**src/rtl/debug_trace_buffer.sv**
```systemverilog
// debug_trace_buffer
//   Captures a per-cycle snapshot of the pipeline stage PCs and valids into a
//   circular trace memory. After arm the buffer records every cycle. A trigger
//   marks the trigger entry, and POST_TRIGGER more entries follow it. The
//   retained entries are then read out oldest-first through a valid/ready port.
//
// State table
//   state | meaning
//   IDLE  | waiting for arm; trigger and rdReady are ignored
//   ARMED | recording every cycle, waiting for trigger
//   POST  | recording the entries that follow the trigger
//   DONE  | capture frozen; entries are presented oldest-first on rdData
//
// Ports
//   clk, rst      single clock, asynchronous active-high reset
//   stageValid    per-stage valid bits (bit i = stage i)
//   stagePC       packed per-stage PCs (stage i at [i*PC_WIDTH +: PC_WIDTH])
//   arm           start a new capture (honoured only in IDLE)
//   trigger       trigger event (honoured only in ARMED)
//   clear         synchronous abort to IDLE, highest priority
//   rdReady       consumer accepts the entry on rdData
//   rdValid       rdData holds an unread entry
//   rdData        entry {stageValid, stagePC}
//   rdLast        rdData is the final entry of this capture
//   state         IDLE=0, ARMED=1, POST=2, DONE=3
//   wrapped       more than DEPTH entries were written; the oldest were lost
module debug_trace_buffer #(
  parameter int NUM_STAGES   = 5,
  parameter int PC_WIDTH     = 32,
  parameter int DEPTH        = 16,
  parameter int POST_TRIGGER = 8
) (
  input  logic                                 clk,
  input  logic                                 rst,
  input  logic [NUM_STAGES-1:0]                stageValid,
  input  logic [NUM_STAGES*PC_WIDTH-1:0]       stagePC,
  input  logic                                 arm,
  input  logic                                 trigger,
  input  logic                                 clear,
  input  logic                                 rdReady,
  output logic                                 rdValid,
  output logic [NUM_STAGES*(PC_WIDTH+1)-1:0]   rdData,
  output logic                                 rdLast,
  output logic [1:0]                           state,
  output logic                                 wrapped
);

  localparam int ENTRY_W = NUM_STAGES * (PC_WIDTH + 1);
  localparam int PTR_W   = (DEPTH > 1) ? $clog2(DEPTH) : 1;
  localparam int CNT_W   = PTR_W + 1;
  localparam logic [CNT_W-1:0] FULL      = CNT_W'(DEPTH);
  localparam logic [PTR_W-1:0] POST_INIT = PTR_W'(POST_TRIGGER);

  typedef enum logic [1:0] {
    S_IDLE  = 2'd0,
    S_ARMED = 2'd1,
    S_POST  = 2'd2,
    S_DONE  = 2'd3
  } state_t;

  state_t               r_state;
  state_t               w_state_nxt;
  logic [ENTRY_W-1:0]   r_mem [DEPTH];
  logic [PTR_W-1:0]     r_wr_ptr;
  logic [PTR_W-1:0]     r_rd_ptr;
  // Entries held while capturing; in DONE it counts the entries not yet read.
  logic [CNT_W-1:0]     r_count;
  logic [PTR_W-1:0]     r_remaining;
  logic                 r_wrapped;

  logic                 w_write;
  logic                 w_xfer;
  logic                 w_start;
  logic [CNT_W-1:0]     w_count_nxt;

  assign w_write     = ((r_state == S_ARMED) || (r_state == S_POST)) && !clear;
  assign w_xfer      = (r_state == S_DONE) && (r_count != '0) && rdReady && !clear;
  assign w_start     = (r_state == S_IDLE) && arm && !clear;
  assign w_count_nxt = (r_count == FULL) ? FULL : r_count + CNT_W'(1);

  // State register
  always_ff @(posedge clk or posedge rst) begin
    if (rst) begin
      r_state <= S_IDLE;
    end else begin
      r_state <= w_state_nxt;
    end
  end

  // Next-state logic
  always_comb begin
    w_state_nxt = r_state;
    if (clear) begin
      w_state_nxt = S_IDLE;
    end else begin
      case (r_state)
        S_IDLE: begin
          if (arm) w_state_nxt = S_ARMED;
        end
        S_ARMED: begin
          if (trigger) w_state_nxt = (POST_TRIGGER == 0) ? S_DONE : S_POST;
        end
        S_POST: begin
          // This cycle's write takes remaining from 1 to 0.
          if (r_remaining == PTR_W'(1)) w_state_nxt = S_DONE;
        end
        S_DONE: begin
          if (w_xfer && (r_count == CNT_W'(1))) w_state_nxt = S_IDLE;
        end
        default: w_state_nxt = S_IDLE;
      endcase
    end
  end

  // Outputs
  always_comb begin
    state   = r_state;
    wrapped = r_wrapped;
    rdValid = (r_state == S_DONE) && (r_count != '0);
    rdLast  = (r_state == S_DONE) && (r_count == CNT_W'(1));
    rdData  = r_mem[r_rd_ptr];
  end

  // Trace memory has no reset; its contents are only observed through rdData
  // while rdValid is high.
  always_ff @(posedge clk) begin
    if (w_write) begin
      r_mem[r_wr_ptr] <= {stageValid, stagePC};
    end
  end

  // Pointers, counters and the wrapped flag
  always_ff @(posedge clk or posedge rst) begin
    if (rst) begin
      r_wr_ptr    <= '0;
      r_rd_ptr    <= '0;
      r_count     <= '0;
      r_remaining <= '0;
      r_wrapped   <= 1'b0;
    end else begin
      if (w_start) begin
        r_wr_ptr    <= '0;
        r_count     <= '0;
        r_remaining <= '0;
        r_wrapped   <= 1'b0;
      end
      if (w_write) begin
        r_wr_ptr <= r_wr_ptr + PTR_W'(1);
        r_count  <= w_count_nxt;
        if (r_count == FULL) r_wrapped <= 1'b1;
        if (r_state == S_ARMED) begin
          r_remaining <= POST_INIT;
        end else begin
          r_remaining <= r_remaining - PTR_W'(1);
        end
        // Oldest retained entry is (wrPtr - count) after this final write.
        // DEPTH is a power of two, so the subtraction wraps for free, and
        // a full buffer (count == DEPTH) truncates to 0.
        if (w_state_nxt == S_DONE) begin
          r_rd_ptr <= r_wr_ptr + PTR_W'(1) - w_count_nxt[PTR_W-1:0];
        end
      end
      if (w_xfer) begin
        r_rd_ptr <= r_rd_ptr + PTR_W'(1);
        r_count  <= r_count - CNT_W'(1);
      end
    end
  end

endmodule

```
**config.mk**
```make
export PLATFORM = sky130hd
export DESIGN_NAME = debug_trace_buffer
export DESIGN_NICKNAME = d
export VERILOG_FILES = /design/src/rtl/debug_trace_buffer.sv
export SDC_FILE = /design/constraint.sdc
export NUM_CORES = 2
export LEC_CHECK = 0
export CAP_MARGIN = 0
export CORE_MARGIN = 2
export CORE_UTILIZATION = 43
export CTS_BUF_LIST = sky130_fd_sc_hd__clkbuf_8 sky130_fd_sc_hd__clkbuf_16
export DETAILED_ROUTE_END_ITERATION = 10
export SYNTH_ARGS = -nofsm -noshare
export SYNTH_HDL_FRONTEND = slang
export SYNTH_SLANG_ARGS = --single-unit
export TNS_END_PERCENT = 1
```
**constraint.sdc**
```tcl
create_clock -name clk -period 18 [get_ports clk]
set_input_delay 3.6 -clock clk [delete_from_list [all_inputs] [get_ports clk]]
set_output_delay 3.6 -clock clk [all_outputs]
set_load 0.02 [all_outputs]
```
# Word-level counts from Yosys, hierarchy flattened
# Memory sizes are Yosys's and may differ from the RTL's.
# Cells that the tools add are included.
# totals
elab_cells,59
latchBits,0
ramBits,2640
memories,1
reg_bits,20
input_bits,171
romBits,0
# memory_table
memory,depth,width,rd,rd_clocked_by_memory_dff,wr,line_no,rtl
r_mem,16,165,1,0,1,63,logic [ENTRY_W-1:0] r_mem [DEPTH];
# op_classes
mux,22
n_mul,0
n_reduce_logical,17
n_eq_ne,7
shift,0
n_bitwise,0
add_sub_neg,6
magnitude_cmp,0
div_mod_pow,0
# op_table
cell,n
$mux W4,7
$mux W5,4
$mux W2,5
$add A4 B1 Y4 const B,2
$logic_and A1 B1 Y1,8
$pmux W2 S4,1
$eq A2 B2 Y1 const B,3
$reduce_bool A2 Y1,3
$add A5 B1 Y5 const B,1
$eq A5 B1 Y1 const B,1
$eq A5 B5 Y1 const B,1
$mux W1,5
$reduce_bool A5 Y1,1
$sub A5 B1 Y5 const B,1
$eq A4 B1 Y1 const B,1
$sub A4 B1 Y4 const B,1
$sub A4 B4 Y4,1
$reduce_bool A3 Y1,1
$eq A2 B1 Y1 const B,1
$logic_not A2 Y1,1
$reduce_and A2 Y1,1
$logic_not A1 Y1,1
$logic_or A1 B1 Y1,1

# Depth between registers and ports, before layout
# depth
depth_word,12
ltp_mapped,10
ltp_nobuf,10

# Worst setup path after synthesis
# Ideal clock, no wire load.
# synth_path
path_kind,input to register
from,input port clear
to,memory r_mem[4][0] (netlist bit) (enable)
required_ns,17.454
t_arrival_ns,7.974
cell_stages,5
path_slack_ns,9.480
cell_sequence,nor2b_1 -> clkbuf_1 -> nand2_1 -> nor2_1 -> and2_1
# synth_via
elab_chain_cells,4
# synth_lines
element,line_no,rtl
"start, declared",39,"input logic clear,"
$logic_not A1 Y1,76,assign w_write = ((r_state == S_ARMED) || (r_state == S_POST)) && !clear;
$logic_and A1 B1 Y1,76,
$mux W1,127,if (w_write) begin
$mux W1 (implied by the code),128,"r_mem[r_wr_ptr] <= {stageValid, stagePC};"
"end, declared",63,
# No other way between the ends.

# Worst setup path after layout
# layout_path
from,register r_rd_ptr[0]
to,output port rdData[34]
# layout_via
elab_chain_cells,1
# layout_lines
element,line_no,rtl
"start, declared",65,logic [PTR_W-1:0] r_rd_ptr;
"start signal, assigned",160,r_rd_ptr <= r_wr_ptr + PTR_W'(1) - w_count_nxt[PTR_W-1:0];
"start signal, assigned",164,r_rd_ptr <= r_rd_ptr + PTR_W'(1);
$mem_v2 Z16 W165,--,
"end, declared",42,"output logic [NUM_STAGES*(PC_WIDTH+1)-1:0] rdData,"
# No other way between the ends.

==> flow_results.org <==
** Run status
- Run status :: complete, no violations

** Synthesis
- By area, the combinational part of the netlist is dominated by multiplexers.
- In this run, synthesis inferred 2,640 flip-flops with an integrated enable.
- Of the total synthesized cell area, the portion taken by AND, OR, NAND and NOR gates is 0.00481.
- The synthesized design contains 2,660 register bits.
- After technology mapping, the gate count stands at 3,882.
- Of the post-synthesis cell area, the part taken by muxes is 0.183.
- Dividing the synthesized area by the synthesized cell count gives 25.9 µm².
- Yosys instantiated no cell more often than sky130_fd_sc_hd__edfxtp_1.
- Sorting the synthesized cells by how often they occur yields sky130_fd_sc_hd__edfxtp_1, sky130_fd_sc_hd__mux4_2, sky130_fd_sc_hd__clkbuf_1, sky130_fd_sc_hd__buf_2, sky130_fd_sc_hd__a21oi_1.
- Primary flip-flop cell chosen by synthesis mapping :: sky130_fd_sc_hd__edfxtp_1
- Of the total synthesized cell area, the portion taken by XOR and XNOR cells is 0.000611.
- The biggest area contributor in the post-synthesis netlist is sky130_fd_sc_hd__edfxtp_1.
- Yosys attributes the largest share of cell area to sky130_fd_sc_hd__edfxtp_1, sky130_fd_sc_hd__mux4_2, sky130_fd_sc_hd__dfrtp_1.
- The synthesized netlist occupies a cell area of 0.100 mm².
- After synthesis, the share of flip-flops with an asynchronous set or reset is 0.00752.
- After synthesis, the netlist uses 54 different library cells.
- Synthesis produced a netlist with a net count of 4,072.
- Sequential area share after synthesis :: 0.795
- Compound-cell area share of the yosys netlist :: 0.00511
- Synthesized-area fraction occupied by adder cells :: 0.00244
- Proportion of netlist area held by the largest area contributor :: 0.790
- The Yosys step of the flow raised 0 warnings.

** Critical path
- Startpoint of the worst setup timing path :: r_rd_ptr[0]
- Critical path type :: flop to output port
- Data arrival time of the worst path :: 6110 ps
- Endpoint of the lowest-slack register-to-register path :: r_mem[7][91]
- The critical path ends at rdData[34].
- STA puts the critical path data required time at about 14,000 ps.
- Crit start category :: flop
- For the worst flop-to-flop path, the logic depth is 10.
- Worst-case register-to-register setup slack :: 13,120 ps
- R2r startpoint :: state[1]
- The worst setup path is captured at an output port.
- Crit-path max FO :: between 90 and 100

** Detailed routing
- DR vias :: roughly 44,000
- Residual antenna-violating net count after detailed routing :: 0
- Pre-Repair DR Iteration Count :: 5
- Drt via density :: 5.78
- Average routed wire per standard cell :: 30.2 µm
- In the routed design, unresolved DRC markers number 0.
- In this run, the number of DRC markers left after iteration 0 of detailed routing was 4,527.
- For this block, the routed nets add up to about 230 mm of wire.

** STA
- Based on the critical path, the design can be clocked at up to around 100 MHz.
- Number of endpoints failing setup at the final stage :: 0
- Period utilization :: 0.540
- In this run the tightest slew margin relative to its limit is 0.249.
- Post-layout worst setup margin :: 8290 ps
- Max Transition Viols Final :: 0
- Worst clock skew :: roughly 60 ps
- Worst hold slack across all endpoints :: 533 ps
- Min Clock Period, post-route :: 9710 ps
- After routing, the total negative slack on setup checks comes to 0 ps.
- Total count of hold-check failures in the final report :: 0
- Setup repair after global routing left no endpoint under its margin.
- Slew @ Worst Pin :: 1130 ps

** Die
- roughly 340 I/O pins were placed.
- Measured along the x axis, the die boundary spans 487 µm.
- The die covers 0.237 mm².
- Number of cell rows :: 177
- The floorplan step set the die height to 487 µm.
- Core Box Area :: 0.232 mm²
- Initial core utilization :: 0.432

** Global routing
- Via count of the first global-routing pass :: 46,046
- Initial antenna violation count :: 49
- Global router's overall resource usage :: 0.195
- Pin count of the biggest net entering global routing :: ~150
- Global-route wire length before repair :: 333 mm
- For this run the aggregate overflow at the end of global routing stands at 0.

** Clock tree
- Counting every sink on the clock net gives 2,660.
- In this run, CTS created clock tree buffers numbering about 290.
- The clock tree synthesis step divided the H-tree into 5 levels.
- Clock-pin slew was measured on the worst setup and hold paths at 60 ps.
- Buffer levels on the longest clock path :: 4
- CTS Root Cell :: sky130_fd_sc_hd__clkbuf_16
- In this run, post-CTS repair resized a total of 0 instances.
- TritonCTS built the clock tree.
- Source-to-sink clock delay at the later pin of the worst-skew pair :: between 900 and 1000 ps
- The number of setup buffers added after CTS is 0.
- Hold repair after CTS inserted 0 buffers.

** Final layout
- The area growth from synthesis to layout is 15.8%.
- Final layout net count :: 4,591
- Of the cells placed in the final design, the portion with a size suffix greater than 1 is 0.279.

** Worst hold path
- The worst hold path was traced through 2 stages.
- The tightest min-delay check is of the flop to flop type.

** Placed design
- Worst slack at placement :: 9040 ps
- Count of input and output buffers :: 340
- Detailed placement finished with a half-perimeter wire length of 111 mm.
- The congestion estimate from routability-driven global placement came to 0.718.

** Power and ir drop
- Across the VDD grid, the largest voltage drop is 120 µV.
- In this run the static leakage power is 35.6 nW.
- Pwr Density :: 154 mW/mm²

** Run
- The tool flagged a number of max-cap violations equal to 0.
==> through the flow <==
stage	utilization	cell area (µm²)	cells	power [mW]
after global routing	0.500	116000	7652	18.6
after detailed placement	0.463	108000	7149	12.6
after global placement	0.463	108000	7149	12.6
after floorplan	-	100000	3882	10.7
after CTS	0.500	116000	7644	18.1
final	0.501	116000	7661	17.9
==> worst max-delay path, cell delays in order (launching register included) <==
cell	delay, ps
sky130_fd_sc_hd__dfrtp_4	870
sky130_fd_sc_hd__buf_12	590
sky130_fd_sc_hd__buf_4	790
sky130_fd_sc_hd__buf_4	940
sky130_fd_sc_hd__mux4_2	620
sky130_fd_sc_hd__mux4_2	490
sky130_fd_sc_hd__clkdlybuf4s50_1	650
==> worst min-delay path by stage <==
stage                         startpoint        endpoint  slack, ps
after floorplan           r_remaining[1]  r_remaining[1]        500
after global placement    r_remaining[1]  r_remaining[1]        510
after detailed placement  r_remaining[1]  r_remaining[1]        540
after CTS                 r_remaining[1]  r_remaining[1]        550
after global routing             wrapped         wrapped        590
final                            wrapped         wrapped        530
==> layout by cell type, fill, tap and decap left out, drive strengths merged, types with 3 or more instances in the layout <==
| cell type | count |
|---|---|
| ha | 18 |
| nor2 | 13 |
| nor3 | 7 |
| inv | 94 |
| dfrtp | 20 |
| clkinvlp | 4 |
| bufinv | 13 |
| diode | 17 |
| a211oi | 17 |
| nand3 | 7 |
| o21ai | 11 |
| clkbuf | 300 |
| a21oi | 24 |
| mux2i | 16 |
| and2 | 16 |
| clkdlybuf4s50 | 340 |
| edfxtp | 2640 |
| clkinv | 98 |
| buf | 80 |
| nor2b | 16 |
| xor2 | 4 |
| mux4 | 810 |
| xnor2 | 3 |
| nand2 | 14 |
==> where the power goes <==
part	internal, mW	switching [mW]
Clock	3.17	2.30
Combinational	2.57	2.66
Sequential	7.04	0.136
==> state kept, by name (all words and copies together) (netlist names) <==
name,cells
r_rd_ptr,4
wrapped,1
r_remaining,4
r_wr_ptr,4
r_mem,2640
r_count,5
state,2
==> logic make-up after synthesis <==
logic type               Yosys count
AO/OA/AOI/OAI                     73
XOR/XNOR                           7
adder cells (fa/ha/maj)           19
buffers and inverters            210
flip-flops                      2660
multiplexers                     827
AND/OR/NAND/NOR                   86
==> cell type report <==
type,instances,area [µm²]
inverters,14,52.6
repair buffers,420,4130
clock buffers,300,7470
well taps,3043,3810
flip-flops and latches,2660,79800
multi-input cells,1012,19800
clock inverters,195,1230
fillers,18065,116000
diodes,17,42.5
==> metal layers <==
| layer | global-route usage | vias to the layer above | share of wire |
|---|---|---|---|
| met5 | 0 | - | 0.0013 |
| met2 | 0.304 | 1370 | 0.48 |
| met3 | 0.0501 | 338 | 0.073 |
| met1 | 0.277 | 24447 | 0.43 |
| met4 | 0.0486 | 50 | 0.019 |
| li1 | - | 18093 | - |
No activity file was read; power rests on OpenSTA's default activity.
